==> src/rtl/rv32_fetch.sv <==
// Instruction-fetch front end: credit-limited request issue, in-order response
// capture into a small prefetch FIFO, and redirect handling with stale-response dropping.
module rv32_fetch #(
  parameter logic [31:0] RESET_PC = 32'h0000_0000,
  parameter int          DEPTH    = 2
) (
  input  logic        clk,
  input  logic        rst,
  output logic        imem_req_valid,
  input  logic        imem_req_ready,
  output logic [31:0] imem_req_addr,
  input  logic        imem_rsp_valid,
  input  logic [31:0] imem_rsp_data,
  input  logic        redirect_valid,
  input  logic [31:0] redirect_pc,
  output logic        if_valid,
  input  logic        if_ready,
  output logic [31:0] if_pc,
  output logic [31:0] if_instr
);
  localparam int AW = (DEPTH > 1) ? $clog2(DEPTH) : 1;
  localparam int CW = $clog2(DEPTH + 1);
  localparam logic [CW:0] DEPTH_C = (CW + 1)'(DEPTH);

  logic          started;
  logic [31:0]   fetch_pc;
  logic [31:0]   rsp_pc;
  logic [CW-1:0] total_out;
  logic [CW-1:0] count;
  logic [CW-1:0] drop_cnt;
  logic [AW-1:0] wr_ptr;
  logic [AW-1:0] rd_ptr;
  logic [31:0]   pc_mem    [DEPTH];
  logic [31:0]   instr_mem [DEPTH];

  logic [31:0]   redirect_target;
  logic [CW:0]   credit_used;
  logic          req_fire;
  logic          rsp_fire;
  logic          push;
  logic          pop;
  logic          unused_bits;

  assign redirect_target = {redirect_pc[31:2], 2'b00};
  assign unused_bits     = ^redirect_pc[1:0];
  assign credit_used     = {1'b0, total_out} + {1'b0, count};

  // Every accepted request owns a FIFO slot until it is popped or dropped.
  assign imem_req_valid = started && (credit_used < DEPTH_C) && !redirect_valid;
  assign imem_req_addr  = started ? fetch_pc : 32'h0;

  assign req_fire = imem_req_valid && imem_req_ready;
  assign rsp_fire = imem_rsp_valid;
  assign push     = rsp_fire && (drop_cnt == '0) && !redirect_valid;
  assign pop      = if_valid && if_ready && !redirect_valid;

  assign if_valid = (count != '0);
  assign if_pc    = if_valid ? pc_mem[rd_ptr]    : 32'h0;
  assign if_instr = if_valid ? instr_mem[rd_ptr] : 32'h0;

  always_ff @(posedge clk or negedge rst) begin
    if (!rst) begin
      started   <= 1'b0;
      fetch_pc  <= RESET_PC;
      rsp_pc    <= RESET_PC;
      total_out <= '0;
      count     <= '0;
      drop_cnt  <= '0;
      wr_ptr    <= '0;
      rd_ptr    <= '0;
    end else begin
      started <= 1'b1;
      if (redirect_valid) begin
        // Everything still outstanding belongs to the old stream.
        fetch_pc  <= redirect_target;
        rsp_pc    <= redirect_target;
        total_out <= total_out - CW'(rsp_fire);
        drop_cnt  <= total_out - CW'(rsp_fire);
        count     <= '0;
        wr_ptr    <= '0;
        rd_ptr    <= '0;
      end else begin
        if (req_fire) fetch_pc <= fetch_pc + 32'd4;
        total_out <= total_out + CW'(req_fire) - CW'(rsp_fire);
        if (rsp_fire && (drop_cnt != '0)) drop_cnt <= drop_cnt - CW'(1);
        if (push) begin
          wr_ptr <= wr_ptr + AW'(1);
          rsp_pc <= rsp_pc + 32'd4;
        end
        if (pop) rd_ptr <= rd_ptr + AW'(1);
        count <= count + CW'(push) - CW'(pop);
      end
    end
  end

  // Storage needs no reset: count gates every read.
  always_ff @(posedge clk) begin
    if (push) begin
      pc_mem[wr_ptr]    <= rsp_pc;
      instr_mem[wr_ptr] <= imem_rsp_data;
    end
  end

  assert property (@(posedge clk) disable iff (!rst) (push |-> ({1'b0, count} < DEPTH_C)));
  assert property (@(posedge clk) disable iff (!rst) (imem_rsp_valid |-> (total_out != '0)));

endmodule

==> config.mk <==
export PLATFORM = sky130hd
export DESIGN_NAME = rv32_fetch
export DESIGN_NICKNAME = d
export VERILOG_FILES = /design/src/rtl/rv32_fetch.sv
export SDC_FILE = /design/constraint.sdc
export NUM_CORES = 1
export LEC_CHECK = 0
export CORE_AREA = 2 2 144 146
export DETAILED_ROUTE_END_ITERATION = 16
export DIE_AREA = 0 0 146 148
export PLACE_DENSITY = 0.7
export SLEW_MARGIN = 0
export SYNTH_ARGS = -nofsm -noshare
export SYNTH_HDL_FRONTEND = slang
export SYNTH_SLANG_ARGS = --single-unit
export TNS_END_PERCENT = 30
==> constraint.sdc <==
create_clock -name clk -period 3.9 [get_ports clk]
set_input_delay 0.39 -clock clk [delete_from_list [all_inputs] [get_ports clk]]
set_output_delay 0.39 -clock clk [all_outputs]
set_load 0.02 [all_outputs]
-- Yosys cells after proc, flatten, opt, wreduce, memory -nomap -nowiden
Memories as Yosys holds them, arrays and structs flattened.
Index checks and enable logic that the tools add are counted.
- logic and storage cells: 55
- bits in writable memories: 128
- input bits: 70
- output and inout bits: 98
- register bits after elaboration: 73
- memories: 2
- memories (memory ; depth ; bits a word ; rd ports ; clocked after Yosys merged registers in ; wr ports ; line ; source):
    instr_mem ; 2 ; 32 ; 1 ; 0 ; 1 ; 34 ; logic [31:0] instr_mem [DEPTH];
    pc_mem ; 2 ; 32 ; 1 ; 0 ; 1 ; 33 ; logic [31:0] pc_mem [DEPTH];
- reduce and logical (&&, ||, !) cells: 16
- multiplexer cells: 17
- magnitude comparators: 1
- add/sub/neg operators: 11
- operators with widths (cell ; number):
    32-bit two-way mux ; 7
    32-bit by 3-bit adder with 32-bit output (second input constant) ; 2
    2-bit nonzero test ; 6
    1-bit logical AND ; 8
    2-bit two-way mux ; 4
    1-bit two-way mux ; 6
    2-bit by 1-bit subtractor with 2-bit output ; 3
    2-bit by 1-bit adder with 2-bit output ; 2
    2-bit by 2-bit adder with 3-bit output ; 1
    3-bit by 2-bit < comparator with 1-bit output (second input constant) ; 1
    1-bit adder (second input constant) ; 2
    2-bit logical NOT ; 1
    2-bit by 1-bit subtractor with 2-bit output (second input constant) ; 1
    1-bit logical NOT ; 1

-- Depth between registers and ports, before layout
- depth in word-level cells: 8
- gate-level depth with buffers: 14
- depth with buffers taken out: 11

-- Worst setup path before layout
OpenSTA, ideal clock, no wires.
- kind: in2reg
- from: input port redirect_valid
- to: memory instr_mem[0][0], enable pin
- path buffers: 2
- library setup time: 482 ps
- slack: -154 ps
- required time: 3418 ps
- cell stages on the path: 5
- data arrival time: 3572 ps
- path through: buf_6 clkbuf_1 inv_2 nand3_1 nor2_1
- word-level cells in the longest chain between the ends: 4
- RTL lines (what ; line ; source):
    start, declared ; 14 ; input logic redirect_valid,
    1-bit logical NOT ; 54 ; assign push = rsp_fire && (drop_cnt == '0) && !redirect_valid;
    1-bit logical AND ; 54 ;
    1-bit two-way mux ; 98 ; if (push) begin
    1-bit two-way mux (not written as such) ; 100 ; instr_mem[wr_ptr] <= imem_rsp_data;
    end, declared ; 34 ;
Every way passes these cells.

-- Worst setup path after layout
- from: register count[0]
- to: output port imem_req_valid
- word-level cells in the longest chain between the ends: 4
- RTL lines (what ; line ; source):
    start, declared ; 29 ; logic [CW-1:0] count;
    start signal, assigned ; 91 ; count <= count + CW'(push) - CW'(pop);
    2-bit by 2-bit adder with 3-bit output ; 46 ; assign credit_used = {1'b0, total_out} + {1'b0, count};
    3-bit by 2-bit < comparator with 1-bit output ; 49 ; assign imem_req_valid = started && (credit_used < DEPTH_C) && !redirect_valid;
    1-bit logical AND (2 in series) ; 49 ;
    end, declared ; 9 ; output logic imem_req_valid,
Every way passes these cells.

==> flow_summary.toml <==
[detailed_routing]
drcViolationCount = 0
postRouteAntennaNets = 0
first_iter_violations = 416
top_layer_used = "met4"
wl_met1_mm = 8.95
wl_per_cell_um = 16.3
vias = 6241
wl_met2_mm = 8.89
firstDrtPassIters = 5
wl_met3_mm = 1.18
routed_via_density = 5.26
drt_wl_total_mm = 19.4

[pwr]
powerDensity_nw_per_um2 = 500
ir_worst_vdd_mv = 0.304
leakagePower_uw = 0.00398

[worst_setup_path]
r2r-start = "count[0]"
cp_slowest_cell = "clkdlybuf4s50_1"
start_kind = "flop"
cp-end-kind = "primary output"
r2r_end = "total_out[1]"
cp_max_fo = 5
startpoint = "count[0]"
path_cells = "and2_1 > fa_1 > nor4b_4 > clkdlybuf4s50_1"
path_class = "flop to primary output"
cp.arrival_ns = 2.59
slowest_delay_ns = 0.69
reg2reg_depth = 11
rrSetupSlack_ns = 1.00
required_ns = 3.51

[run]
drv_cap = 0

[place]
gp_congestion = 0.830
io_buffer_count = 161
dpl.hpwl_mm = 13.0
place_ws_ns = 1.01
dpl.cell_count = 1154

[timing]
fin_skew_ns = 0.0105
tightest_slew_ns = 0.714
period_share = 0.763
slew_headroom = 0.524
hold-worst-slack_ns = 0.428
timing.fmax_ghz = 0.336
layout_min_cycle_time_ns = 2.98
hold_viol = 0
final-max-slew-violation-count = 0
setup_ws_ns = 0.924
setup_violations = 0
rsz0062_at_grt = "false"
final.setup.tns_ns = 0

[clock_tree]
cts_tree = "built"
cts_resized = 0
clock-sinks = 193
cts_buffers = 17
clk_path_buf_depth = 2
clock_latency_ns = 0.43
cts_root_buf = "clkbuf_16"
clk_pin_slew_ns = 0.07
htreeDepth = 4

[floorplanning]
die_w_um = 146
core.rowCount = 52
core_um2 = 20000
io-pin-count = 168
start_util = 0.442
die_h_um = 148
dieArea_um2 = 21600

[layout]
final_cell_count_no_fill = 1187
antennaDiodeCount = 0
final_cell_mix = "clkdlybuf4s50_1 (159), edfxtp_1 (124), nor2_1 (89)"
finalNetCount = 983
drive_gt1_frac = 0.0665
area_growth_pct = 28.3
final_common_cell = "clkdlybuf4s50_1"

[logic_synthesis]
async_flop_share = 0.358
yosysSeqAreaShare = 0.615
syn_area_per_cell_um2 = 11.8
synth-edff-count = 124
syn_inst = 750
netlist_area_um2 = 8860
synth_ff_type = "edfxtp_1"
synth-seq-cells = 193
yosysUniqueCellTypes = 50
synth_warnings = 0

[status]
outcome = "completed"

[global_route]
grt_pass1_vias = 5950
grt_overflow = 0
antenna_found_initial = 0
grt_max_degree = 64
grt_usage = 0.184
grt_pass1_wl_mm = 31.4

[worst_hold_path]
hp-class = "input pin to asynchronous set/reset pin"
[per-layer routing]
| metal | track usage | vias up |
|---|---|---|
| li1 | - | 2996 |
| met1 | 0.257 | 2987 |
| met2 | 0.287 | 229 |
| met3 | 0.0349 | 29 |
| met4 | 0.0718 | 0 |
| met5 | 0 | - |
[per-stage QoR]
step	cell area (um^2)	utilization	power [uW]
after floorplan	8870	-	3420
after global placement	10800	0.538	4020
after detailed placement	10800	0.538	4050
after CTS	11400	0.567	5730
after global routing	11400	0.567	5960
final	11400	0.567	5680
[critical path, delay by kind of cell, from the launching register on]
kind / cells / cell delay, ns
and+or+nand+nor: 2 / 0.56
buffers and inverters: 1 / 0.69
adders and majority gates: 1 / 0.49
DFF: 1 / 0.42
[state kept, by name (all words and copies together) (netlist names)]
| register | flops |
|---|---|
| count | 2 |
| drop_cnt | 2 |
| fetch_pc | 30 |
| instr_mem | 64 |
| pc_mem | 60 |
| rd_ptr | 1 |
| rsp_pc | 30 |
| started | 1 |
| total_out | 2 |
| wr_ptr | 1 |
[final cells by class]
| cell class | instances | area (um^2) |
|---|---|---|
| Clock buffer | 21 | 473 |
| Clock inverter | 11 | 101 |
| Fill cell | 1732 | 8670 |
| Inverter | 24 | 90.1 |
| Multi-Input combinational cell | 493 | 3150 |
| Sequential cell | 193 | 5450 |
| Tap cell | 270 | 338 |
| Timing Repair Buffer | 175 | 1760 |
[repair_timing]
item,4_1_cts,5_1_grt
endpoints found under the setup margin,0,0
endpoints found under the hold margin,18,0
hold buffers,1,0
buffers inserted,0,0
[how the worst max path moves through the flow]
stage / endpoint / slack, ns / cells past startpoint
2_1_floorplan: instr_mem[0][0] / -0.15 / 5
3_3_place_gp: total_out[1] / 1.08 / 11
3_5_place_dp: total_out[1] / 1.01 / 11
4_1_cts: imem_req_valid / 0.91 / 4
5_1_grt: imem_req_valid / 0.82 / 4
6_report: imem_req_valid / 0.92 / 4
[logic make-up after synthesis]
kind of cell    after synthesis  synth area share
simple gates                283             0.158
compound gates               90            0.0645
flops                       193             0.615
buf+inv                      67            0.0328
fa+ha+maj                     9            0.0136
other cells                   2          0.000848
mux                          67            0.0763
xor+xnor                     39            0.0386
[power breakdown]
part	internal, uW	switching, uW
logic	646	752
registers	2390	212
clock network	941	737
total	3980	1700
[synthesized netlist by cell type, drive strengths merged (2+ instances only)]
library cell | number | area, um^2
edfxtp | 124 | 3720
nor2 | 92 | 345
dfrtp | 69 | 1730
mux2i | 63 | 631
nand2 | 58 | 218
o21ai | 38 | 190
and2 | 34 | 213
nand3 | 33 | 170
xnor2 | 29 | 254
clkbuf | 25 | 95.1
inv | 24 | 90.1
buf | 18 | 105
nand4 | 18 | 113
nor3 | 14 | 75.1
a21oi | 11 | 55.1
nor4 | 11 | 83.8
o311ai | 10 | 87.6
xor2 | 10 | 87.6
and3 | 9 | 56.3
o211ai | 9 | 67.6
ha | 8 | 100
a21boi | 5 | 37.5
a31oi | 5 | 31.3
mux2 | 4 | 45.0
a41oi | 3 | 26.3
nand2b | 3 | 18.8
o31a | 3 | 26.3
a311oi | 2 | 17.5
and4 | 2 | 17.5
conb | 2 | 7.51
nor3b | 2 | 15.0
nor4b | 2 | 38.8
or4 | 2 | 15.0
(Power assumes the default switching activity.)
